<file path="src/rtl/ext_queue.sv">
// Immediate-extension unit with a small result FIFO: each accepted imm/EXTop pair
// is extended combinationally and buffered; the oldest result is presented at the output.
module ext_queue #(
    parameter int IN_W  = 16,
    parameter int OUT_W = 32,
    parameter int DEPTH = 2
) (
    input  logic                     clk,
    input  logic                     reset,
    input  logic                     flush,
    input  logic                     in_valid,
    output logic                     in_ready,
    input  logic [IN_W-1:0]          imm,
    input  logic [2:0]               EXTop,
    output logic                     out_valid,
    input  logic                     out_ready,
    output logic [OUT_W-1:0]         EXTout,
    output logic                     op_err,
    output logic [$clog2(DEPTH):0]   count
);

    localparam int PW = $clog2(DEPTH);
    localparam int CW = PW + 1;
    localparam logic [CW-1:0] FULL = CW'(DEPTH);

    logic [OUT_W-1:0] r_data [DEPTH];
    logic             r_err  [DEPTH];
    logic [PW-1:0]    r_wptr;
    logic [PW-1:0]    r_rptr;
    logic [CW-1:0]    r_count;

    logic [OUT_W-1:0] w_ext;
    logic             w_err;
    logic             w_push;
    logic             w_pop;

    always_comb begin
        w_ext = '0;
        w_err = 1'b0;
        case (EXTop)
            3'd0:    w_ext = {{(OUT_W-IN_W){imm[IN_W-1]}}, imm};
            3'd1:    w_ext = {{(OUT_W-IN_W){1'b0}}, imm};
            3'd2:    w_ext = {imm, {(OUT_W-IN_W){1'b0}}};
            3'd3:    w_ext = {{(OUT_W-8){imm[7]}}, imm[7:0]};
            3'd4:    w_ext = {{(OUT_W-8){1'b0}}, imm[7:0]};
            3'd5:    w_ext = {{(OUT_W-16){imm[15]}}, imm[15:0]};
            3'd6:    w_ext = {{(OUT_W-16){1'b0}}, imm[15:0]};
            default: begin
                w_ext = {{(OUT_W-IN_W){1'b0}}, imm};
                w_err = 1'b1;
            end
        endcase
    end

    assign out_valid = (r_count != '0);
    assign w_pop     = out_valid && out_ready;
    // A pop frees a slot in the same cycle, so a full buffer can still accept.
    assign in_ready  = !flush && ((r_count < FULL) || w_pop);
    assign w_push    = in_valid && in_ready;

    assign EXTout = out_valid ? r_data[r_rptr] : '0;
    assign op_err = out_valid ? r_err[r_rptr]  : 1'b0;
    assign count  = r_count;

    always_ff @(posedge clk) begin
        if (!reset) begin
            r_wptr  <= '0;
            r_rptr  <= '0;
            r_count <= '0;
        end else if (flush) begin
            r_wptr  <= '0;
            r_rptr  <= '0;
            r_count <= '0;
        end else begin
            if (w_push) r_wptr <= r_wptr + PW'(1);
            if (w_pop)  r_rptr <= r_rptr + PW'(1);
            case ({w_push, w_pop})
                2'b10:   r_count <= r_count + CW'(1);
                2'b01:   r_count <= r_count - CW'(1);
                default: r_count <= r_count;
            endcase
        end
    end

    // Storage needs no reset: stale entries are never visible while count is zero.
    always_ff @(posedge clk) begin
        if (w_push) begin
            r_data[r_wptr] <= w_ext;
            r_err[r_wptr]  <= w_err;
        end
    end

endmodule

</file>
<file path="config.mk">
export PLATFORM = sky130hd
export DESIGN_NAME = ext_queue
export DESIGN_NICKNAME = d
export VERILOG_FILES = /design/src/rtl/ext_queue.sv
export SDC_FILE = /design/constraint.sdc
export NUM_CORES = 1
export LEC_CHECK = 0
export CAP_MARGIN = 40
export CELL_PAD_IN_SITES_DETAIL_PLACEMENT = 1
export CELL_PAD_IN_SITES_GLOBAL_PLACEMENT = 1
export CORE_ASPECT_RATIO = 1.5
export CORE_UTILIZATION = 37
export CTS_CLUSTER_SIZE = 10
export DETAILED_ROUTE_END_ITERATION = 12
export PLACE_DENSITY_LB_ADDON = 0.1
export SLEW_MARGIN = 20
export SYNTH_ARGS = -nofsm -noshare
export SYNTH_HDL_FRONTEND = slang
export SYNTH_SLANG_ARGS = --single-unit
export TNS_END_PERCENT = 1
</file>
<file path="constraint.sdc">
create_clock -name clk -period 6.3 [get_ports clk]
set_input_delay 1.26 -clock clk [delete_from_list [all_inputs] [get_ports clk]]
set_output_delay 1.26 -clock clk [all_outputs]
set_load 0.02 [all_outputs]
</file>
== After elaboration in Yosys (flattened, before gate mapping) ==
Memory sizes are Yosys's and may differ from the RTL's. A register that Yosys moved wholly into a read port is not among the register bits.
Index checks and enable logic that the tools add are counted.

* Logic and storage cells: 41
* RAM bits: 66
* Register bits: 4
* Memories kept: 2
* Output and inout port bits: 37
* Input port bits: 24

{| class="wikitable"
|+ Memory list
! memory !! depth !! width !! read ports !! clocked after Yosys merged registers in !! wr ports !! RTL line !! source
|-
| r_data || 2 || 32 || 1 || 1 || 1 || 26 || <nowiki>logic [OUT_W-1:0] r_data [DEPTH];</nowiki>
|-
| r_err || 2 || 1 || 1 || 1 || 1 || 27 || <nowiki>logic r_err [DEPTH];</nowiki>
|}

* Order comparisons: 1
* Bitwise operators: 1
* Muxes and demuxes: 11
* Add/subtract/negate cells: 4
* Equal/unequal tests: 8
* Reductions and logical operators: 11

{| class="wikitable"
|+ Operators by type and width
! cell !! count
|-
| $pmux W32 S4 || 1
|-
| $mux W32 || 1
|-
| $eq A3 B3 Y1 const B || 3
|-
| $mux W1 || 8
|-
| $reduce_or A7 Y1 || 1
|-
| $eq A3 B2 Y1 const B || 2
|-
| $pmux W2 S2 || 1
|-
| $reduce_bool A2 Y1 || 2
|-
| $reduce_or A2 Y1 || 2
|-
| $eq A3 B1 Y1 const B || 1
|-
| $logic_and A1 B1 Y1 || 3
|-
| $logic_not A3 Y1 || 1
|-
| $add A1 B1 Y1 const B || 2
|-
| $add A2 B1 Y2 const B || 1
|-
| $eq A2 B1 Y1 const B || 1
|-
| $eq A2 B2 Y1 const B || 1
|-
| $lt A2 B2 Y1 const B || 1
|-
| $sub A2 B1 Y2 const B || 1
|-
| $logic_not A1 Y1 || 1
|-
| $logic_or A1 B1 Y1 || 1
|-
| $not A1 Y1 || 1
|}

== Depth between registers and ports, before layout ==
Gate-level depths: netlist (run 1).

* Depth after elaboration: 7
* Gate-level depth with buffers: 6
* Gate-level depth less buffers: 6

== Least setup slack after synthesis (run 1) ==
No wires, ideal clock.

* Kind: in2reg
* From: in in_valid
* To: mem r_data[0][0] (enable)
* Buffers on the path: 0
* Stages on the path: 3
* Required time: 5.877 ns
* Data arrival time: 3.066 ns
* Slack: 2.811 ns
* Cells stage by stage: inv_1 > or3_1 > nor2_1

* Longest elaborated chain between the ends: 3

{| class="wikitable"
|+ Ends and longest elaborated chain
! item !! RTL line !! source
|-
| start: declaration || 11 || <nowiki>input logic in_valid,</nowiki>
|-
| $logic_and A1 B1 Y1 || 59 || <nowiki>assign w_push = in_valid && in_ready;</nowiki>
|-
| $mux W1 || 87 || <nowiki>if (w_push) begin</nowiki>
|-
| $mux W1 (implied by the code) || 88 || <nowiki>r_data[r_wptr] <= w_ext;</nowiki>
|-
| end: declaration || 26 ||
|}

Every way passes these cells.

== Final worst setup path (run 1) ==
* From: in out_ready
* To: out in_ready

* Longest elaborated chain between the ends: 3

{| class="wikitable"
|+ Ends and longest elaborated chain
! item !! RTL line !! source
|-
| start: declaration || 16 || <nowiki>input logic out_ready,</nowiki>
|-
| $logic_and A1 B1 Y1 || 56 || <nowiki>assign w_pop = out_valid && out_ready;</nowiki>
|-
| $logic_or A1 B1 Y1 || 58 || <nowiki>assign in_ready = !flush && ((r_count < FULL) || w_pop);</nowiki>
|-
| $logic_and A1 B1 Y1 || 58 ||
|-
| end: declaration || 12 || <nowiki>output logic in_ready,</nowiki>
|}

Every way passes these cells.

==> qor.yml, run 1 <==
outcome:
  outcome: "finished clean"
worst_setup_path:
  start_kind: "input port"
  crit_chain: "clkdlybuf4s50_1 -> nor2b_1 -> nor2_1 -> clkdlybuf4s50_1"
  r2r_cells: 5
  path_class: "in -> out"
  critPathSlowestCell: "clkdlybuf4s50_1"
  r2r-end: "count[1]$_SDFFE_PP0P_"
  required_ns: 5.04
  crit_arrival_ns: 2.58
  critPathBufInv: 2
  max_stage_delay_ns: 0.63
  crit_top_cell: "clkdlybuf4s50_1"
  crit_path_max_fanout: 4
  worst_path_dominant_cell_family: "buffers and inverters"
  endpoint: "in_ready"
  r2r-start: "count[1]$_SDFFE_PP0P_"
  cp.depth: 4
  cp-end-kind: "primary output"
  startpoint: "out_ready"
  r2r_setup_slack_ns: 4.51
clocking:
  htreeDepth: 3
  clk_path_buf_depth: 2
  post_cts_buffers: 0
  cts_tree: "done"
  cts_hold_buf: 0
  clock-sinks: 71
  clockRootBuffer: "clkbuf_16"
  ctsResizeCount: 0
  clk_latency_ns: 0.33
  clk_pin_slew_ns: 0.06
  cts_buffers: 9
route:
  postRouteWirelength_um: 6740
  dr.max_layer_used: "met4"
  vias: 2021
  wl_per_cell_um: 16.6
  drc_errors: 0
  drtAntennaViolNets: 0
  drt-met1-wl_um: 3010
  met2WireLength_um: 3370
  viasPerCell: 4.98
  wl_met3_um: 204
  dr.pass1.iters: 4
  drt_iter0_drc: 125
placed_design:
  place_congestion: 0.683
  port_buffers: 60
  dp_slack_ns: 2.46
  dpl.hpwl_um: 4440
pwr:
  seqPwrFrac: 0.472
  p_clk_frac: 0.432
  netSwitchingFraction: 0.217
  peakVddDrop_mv: 0.183
  power.total_uw: 1150
  combPwrFrac: 0.096
  p_per_area_nw_per_um2: 274
  net-switching-power_uw: 249
  total_leakage_power_uw: 0.00145
  intPower_uw: 898
yosys:
  netlist_area_um2: 3180
  synth.distinct_cells: 28
  synthTopCellsByArea: "edfxtp_1, mux2i_1, nor2_1, dfxtp_1, o21ai_0"
  synthesis.nets: 257
  synth.avg_cell_area_um2: 13.7
  synthCells: 232
  ys_ff_latch: 71
  synth_top_area_share: 0.624
  ys_warn_count: 0
  ys_seq_area_frac: 0.655
  synth_top_area_cell: "edfxtp_1"
floorplan:
  num_io_pins: 61
  num_rows: 41
  die_area_um2: 8970
  fp.dieW_um: 77.7
  initial_core_util: 0.380
  core_um2: 8360
  die_y_um: 115
global_route:
  grt_pass1_wl_um: 10800
  grt_pass1_vias: 2092
  grt_max_degree: 35
  grt_overflow: 0
  grt_usage: 0.164
  grt_antenna_before_repair: 0
sta:
  fmaxAchievable_mhz: 261
  setup_viol: 0
  worst_slew_pin_slew_ns: 0.794
  grt_setup_unrepaired: "no"
  finClkSkew_ns: 0.00610
  min_period_ns: 3.84
  report.final.slew_viol_count: 0
  hold_viol_final: 0
  layout_setup_ws_ns: 2.46
  fin_crit_sh: 0.609
  maxSlewHeadroom: 0.469
  tns_ns: 0
layout:
  antenna_cells: 0
  syn_to_final_growth_pct: 31.5
  num-fill-cells: 853
  final_cell_mix: "edfxtp_1, clkdlybuf4s50_1, mux2i_1"
  drive_gt1_frac: 0.0903
  layout_commonest_cell: "edfxtp_1"
  nNetsFinal: 319
flow_run:
  drv_cap: 0
hold_path:
  hold_path_class: "reg -> reg"
layout make-up:
cell class	instances	area, µm²	area share
Clock buffer	12	279	0.0668
Clock inverter	4	25.0	0.00599
Inverter	5	18.8	0.00449
Multi-Input combinational cell	143	995	0.238
Sequential cell	71	2080	0.499
Tap cell	107	134	0.0320
Timing Repair Buffer	64	643	0.154
metrics by stage:
| step | util | instances | cell area (µm²) | hold slack, ns |
|---|---|---|---|---|
| 2_1_floorplan | - | 232 | 3180 | 0.467 |
| 3_3_place_gp | 0.461 | 389 | 3850 | 0.480 |
| 3_5_place_dp | 0.463 | 390 | 3870 | 0.522 |
| 4_1_cts | 0.500 | 406 | 4180 | 0.531 |
| 5_1_grt | 0.500 | 406 | 4180 | 0.581 |
| 6_report | 0.500 | 406 | 4180 | 0.530 |
cell families (layout without fill, tap and decap cells):
logic type      after synthesis  in the layout  share of synthesized area
fa+ha+maj                     1              1                    0.00394
xor+xnor                      3              3                    0.00827
buf+inv                      18             85                     0.0331
mux                          42             42                      0.132
flops                        71             71                      0.655
simple gates                 61             61                     0.0890
compound gates               36             36                     0.0780
power groups by stage:
| stage | Clock (µW) | Sequential (µW) | Combinational [µW] |
|---|---|---|---|
| detailed placement | 0 | 551 | 111 |
| global route | 527 | 542 | 120 |
| CTS | 507 | 541 | 112 |
| global placement | 0 | 551 | 108 |
| floorplan | 0 | 550 | 62.3 |
| finish | 496 | 541 | 109 |
synth_stat cells, drive strengths merged:
master and n:
xor2 2, a31oi 1, nand2 2, edfxtp 66, a21boi 6, nor2 42
ha 1, and4b 1, mux2i 42, nor2b 9, nand2b 2, clkbuf 2
a311o 1, o21ai 18, dfxtp 5, xnor2 1, and3 2, a21oi 2
inv 5, a21o 8, or3 3, buf 11
layer usage:
layer  vias to the layer above  GRT usage
met5                         -          0
met4                         0     0.0943
met3                        11     0.0244
met2                        50      0.270
met1                       990      0.208
li1                        970          -
sequential cells by signal, summed over array words and instances, names as in the netlist, named ones only:
| signal | count |
|---|---|
| r_data | 64 |
| count | 2 |
| r_err | 2 |
| r_rptr | 1 |
| r_wptr | 1 |
worst register-to-register path: cells and delay by family (launching register included):
kind / cells / cell delay (ns)
AO/OA/AOI/OAI: 1 / 0.14
flip-flops: 1 / 0.35
AND/OR/NAND/NOR: 3 / 0.89
adder cells (fa/ha/maj): 1 / 0.35
how the worst min path moves through the flow:
stage | slack (ns) | startpoint | cells after the start | to
floorplan | 0.47 | r_wptr$_SDFFE_PP0P_ | 2 | r_wptr$_SDFFE_PP0P_
global placement | 0.48 | r_rptr$_SDFFE_PP0P_ | 2 | flip-flop
detailed placement | 0.52 | r_wptr$_SDFFE_PP0P_ | 2 | r_wptr$_SDFFE_PP0P_
CTS | 0.53 | r_wptr$_SDFFE_PP0P_ | 2 | r_wptr$_SDFFE_PP0P_
global route | 0.58 | r_rptr$_SDFFE_PP0P_ | 2 | r_rptr$_SDFFE_PP0P_
finish | 0.53 | r_wptr$_SDFFE_PP0P_ | 2 | r_wptr$_SDFFE_PP0P_
Note: power is estimated with default switching activity, not from simulation.
==> run 2: changes to the inputs <==
clock period = 3.5 ns   (was 6.3 ns; I/O delays follow)
==> run 2 against run 1 <==
  * Final cell count rose by 0.25%
  * Die area did not move
  * Clock power rose by 65%
  * Via count rose by 0.84%
  * Critical path depth did not move
  * First-iteration DRC count fell by 26%
  * Global-route usage fell by 0.13 points
  * Wire length rose by 0.56%
  * Flip-flop and latch count did not move
  * Design area fell by 0.63%
  * Clock-buffer cell count did not move
==> qor.yml, run 2 (synthesis gave the netlist of run 1 again) <==
worst_setup_path:
  r2r_setup_slack_ns: 1.72  # was 4.51 ns
  r2r-end: "r_data[0][12]$_DFFE_PP_"  # was count[1]$_SDFFE_PP0P_
  start_kind: "input port"  # unchanged
  r2r_cells: 4  # was 5
  r2r-start: "count[1]$_SDFFE_PP0P_"  # unchanged
  crit_path_max_fanout: 4  # unchanged
  crit_top_cell: "clkdlybuf4s50_1"  # unchanged
  required_ns: 2.80  # was 5.04 ns
  path_class: "in -> out"  # unchanged
  startpoint: "out_ready"  # unchanged
  max_stage_delay_ns: 0.62  # was 0.63 ns
  critPathSlowestCell: "clkdlybuf4s50_1"  # unchanged
  cp-end-kind: "primary output"  # unchanged
  crit_chain: "clkdlybuf4s50_1 -> nor2b_1 -> nor2_1 -> clkdlybuf4s50_1"  # unchanged
  crit_arrival_ns: 2.04  # was 2.58 ns
layout:
  syn_to_final_growth_pct: 30.7  # was 31.5%
  largest-register: "r_data"  # unchanged
  largest_reg_flops: 64  # unchanged
  drive_gt1_frac: 0.0900  # was 0.0903
  layout_commonest_cell: "edfxtp_1"  # unchanged
  nNetsFinal: 320  # was 319
  antenna_cells: 0  # unchanged
  final_cell_mix: "edfxtp_1, clkdlybuf4s50_1, mux2i_1"  # unchanged
placed_design:
  dpl.hpwl_um: 4520  # was 4440 µm
  port_buffers: 60  # unchanged
  place_congestion: 0.712  # was 0.683
global_route:
  grt_max_degree: 35  # unchanged
  grt_usage: 0.163  # was 0.164
  grt_pass1_vias: 2046  # was 2,092
  grt_pass1_wl_um: 10700  # was 10,800 µm
  grt_overflow: 0  # unchanged
  grt_antenna_before_repair: 0  # unchanged
clocking:
  clk_latency_ns: 0.33  # about the same
  cts_tree: "done"  # unchanged
  cts_buffers: 9  # unchanged
  clk_pin_slew_ns: 0.05  # was 0.06 ns
  post_cts_buffers: 0  # unchanged
  htreeDepth: 3  # unchanged
  clockRootBuffer: "clkbuf_16"  # unchanged
  cts_hold_buf: 0  # unchanged
  clock-sinks: 71  # unchanged
  clk_path_buf_depth: 2  # unchanged
  ctsResizeCount: 0  # unchanged
route:
  viasPerCell: 5.01  # was 4.98
  drc_errors: 0  # unchanged
  wl_per_cell_um: 16.7  # was 16.6 µm
  drt_iter0_drc: 92  # was 125
  dr.pass1.iters: 6  # was 4
  postRouteWirelength_um: 6780  # was 6740 µm
  vias: 2038  # was 2,021
  drtAntennaViolNets: 0  # unchanged
outcome:
  outcome: "finished clean"  # unchanged
pwr:
  power.total_uw: 1990  # was 1150 µW
  total_leakage_power_uw: 0.00145  # about the same
  peakVddDrop_mv: 0.291  # was 0.183 mV
  p_per_area_nw_per_um2: 479  # was 274 nW/µm²
floorplan:
  die_area_um2: 8970  # unchanged
  num_rows: 41  # unchanged
  core_um2: 8360  # unchanged
  die_y_um: 115  # unchanged
  fp.dieW_um: 77.7  # unchanged
  num_io_pins: 61  # unchanged
  initial_core_util: 0.380  # unchanged
hold_path:
  min_from: "r_wptr$_SDFFE_PP0P_"  # unchanged
  min_to: "r_wptr$_SDFFE_PP0P_"  # unchanged
  hold_depth: 2  # unchanged
  hold_path_class: "reg -> reg"  # unchanged
sta:
  worst_slew_pin_slew_ns: 0.581  # was 0.794 ns
  tns_ns: 0  # unchanged
  fin_crit_sh: 0.782
  fmaxAchievable_mhz: 366
  hold_viol_final: 0  # unchanged
  finClkSkew_ns: 0.00455  # was 0.00610 ns
  grt_setup_unrepaired: "no"  # unchanged
  min_period_ns: 2.74
  report.final.slew_viol_count: 0  # unchanged
  maxSlewHeadroom: 0.613  # was 0.469
  setup_viol: 0  # unchanged
flow_run:
  drv_cap: 0  # unchanged
-- run 2: changes by cell type in the layout (fill, tap and decap cells not counted), sizes merged --
cell,previous run,this run
buf,4,5
clkinv,2,4
clkinvlp,2,0
-- run 2: final cells by class --
cell class                      instances  area (µm²)
Fill cell                             852        4210
Sequential cell                        71        2080
Multi-Input combinational cell        143         995
Timing Repair Buffer                   65         651
Clock buffer                           12         246
Tap cell                              107         134
Clock inverter                          4        23.8
Inverter                                5        18.8
-- run 2: power by group --
part,switching [µW],total [µW],leakage [µW],internal [µW]
clock,322,818,0.000136,496
sequential,8.42,974,0.000658,965
combinational,110,199,0.000656,88.8
-- run 2: per-stage QoR --
stage	hold WS, ns	setup slack [ns]	instance area, µm²	utilization	std cells
6_report	0.525	0.765	4150	0.496	407
5_1_grt	0.579	0.705	4150	0.496	407
4_1_cts	0.524	0.733	4150	0.496	407
3_5_place_dp	0.502	0.783	3880	0.464	391
3_3_place_gp	0.485	0.853	3880	0.464	391
2_1_floorplan	0.467	0.571	3180	-	232
-- run 2: worst max-delay path by stage --
stage          slack (ns)  cells after the start                      to
2_1_floorplan        0.57                      3  r_data[0][0]$_DFFE_PP_
3_3_place_gp         0.85                      4                in_ready
3_5_place_dp         0.78                      4                in_ready
4_1_cts              0.73                      4              EXTout[19]
5_1_grt              0.70                      4              EXTout[24]
6_report             0.76                      4                in_ready
-- run 2: per-layer routing --
| layer | vias to the layer above | wire length (µm) | global-route usage |
|---|---|---|---|
| met1 | 1011 | 2940 | 0.202 |
| met3 | 11 | 180 | 0.0197 |
| met2 | 46 | 3480 | 0.270 |
| li1 | 970 | - | - |
| met4 | 0 | 182 | 0.106 |
| met5 | - | 0 | 0 |
-- run 2: critical path, delay by kind of cell --
| family | cells | cell delay (ns) |
|---|---|---|
| buffers and inverters | 2 | 1.11 |
| and+or+nand+nor | 2 | 0.22 |
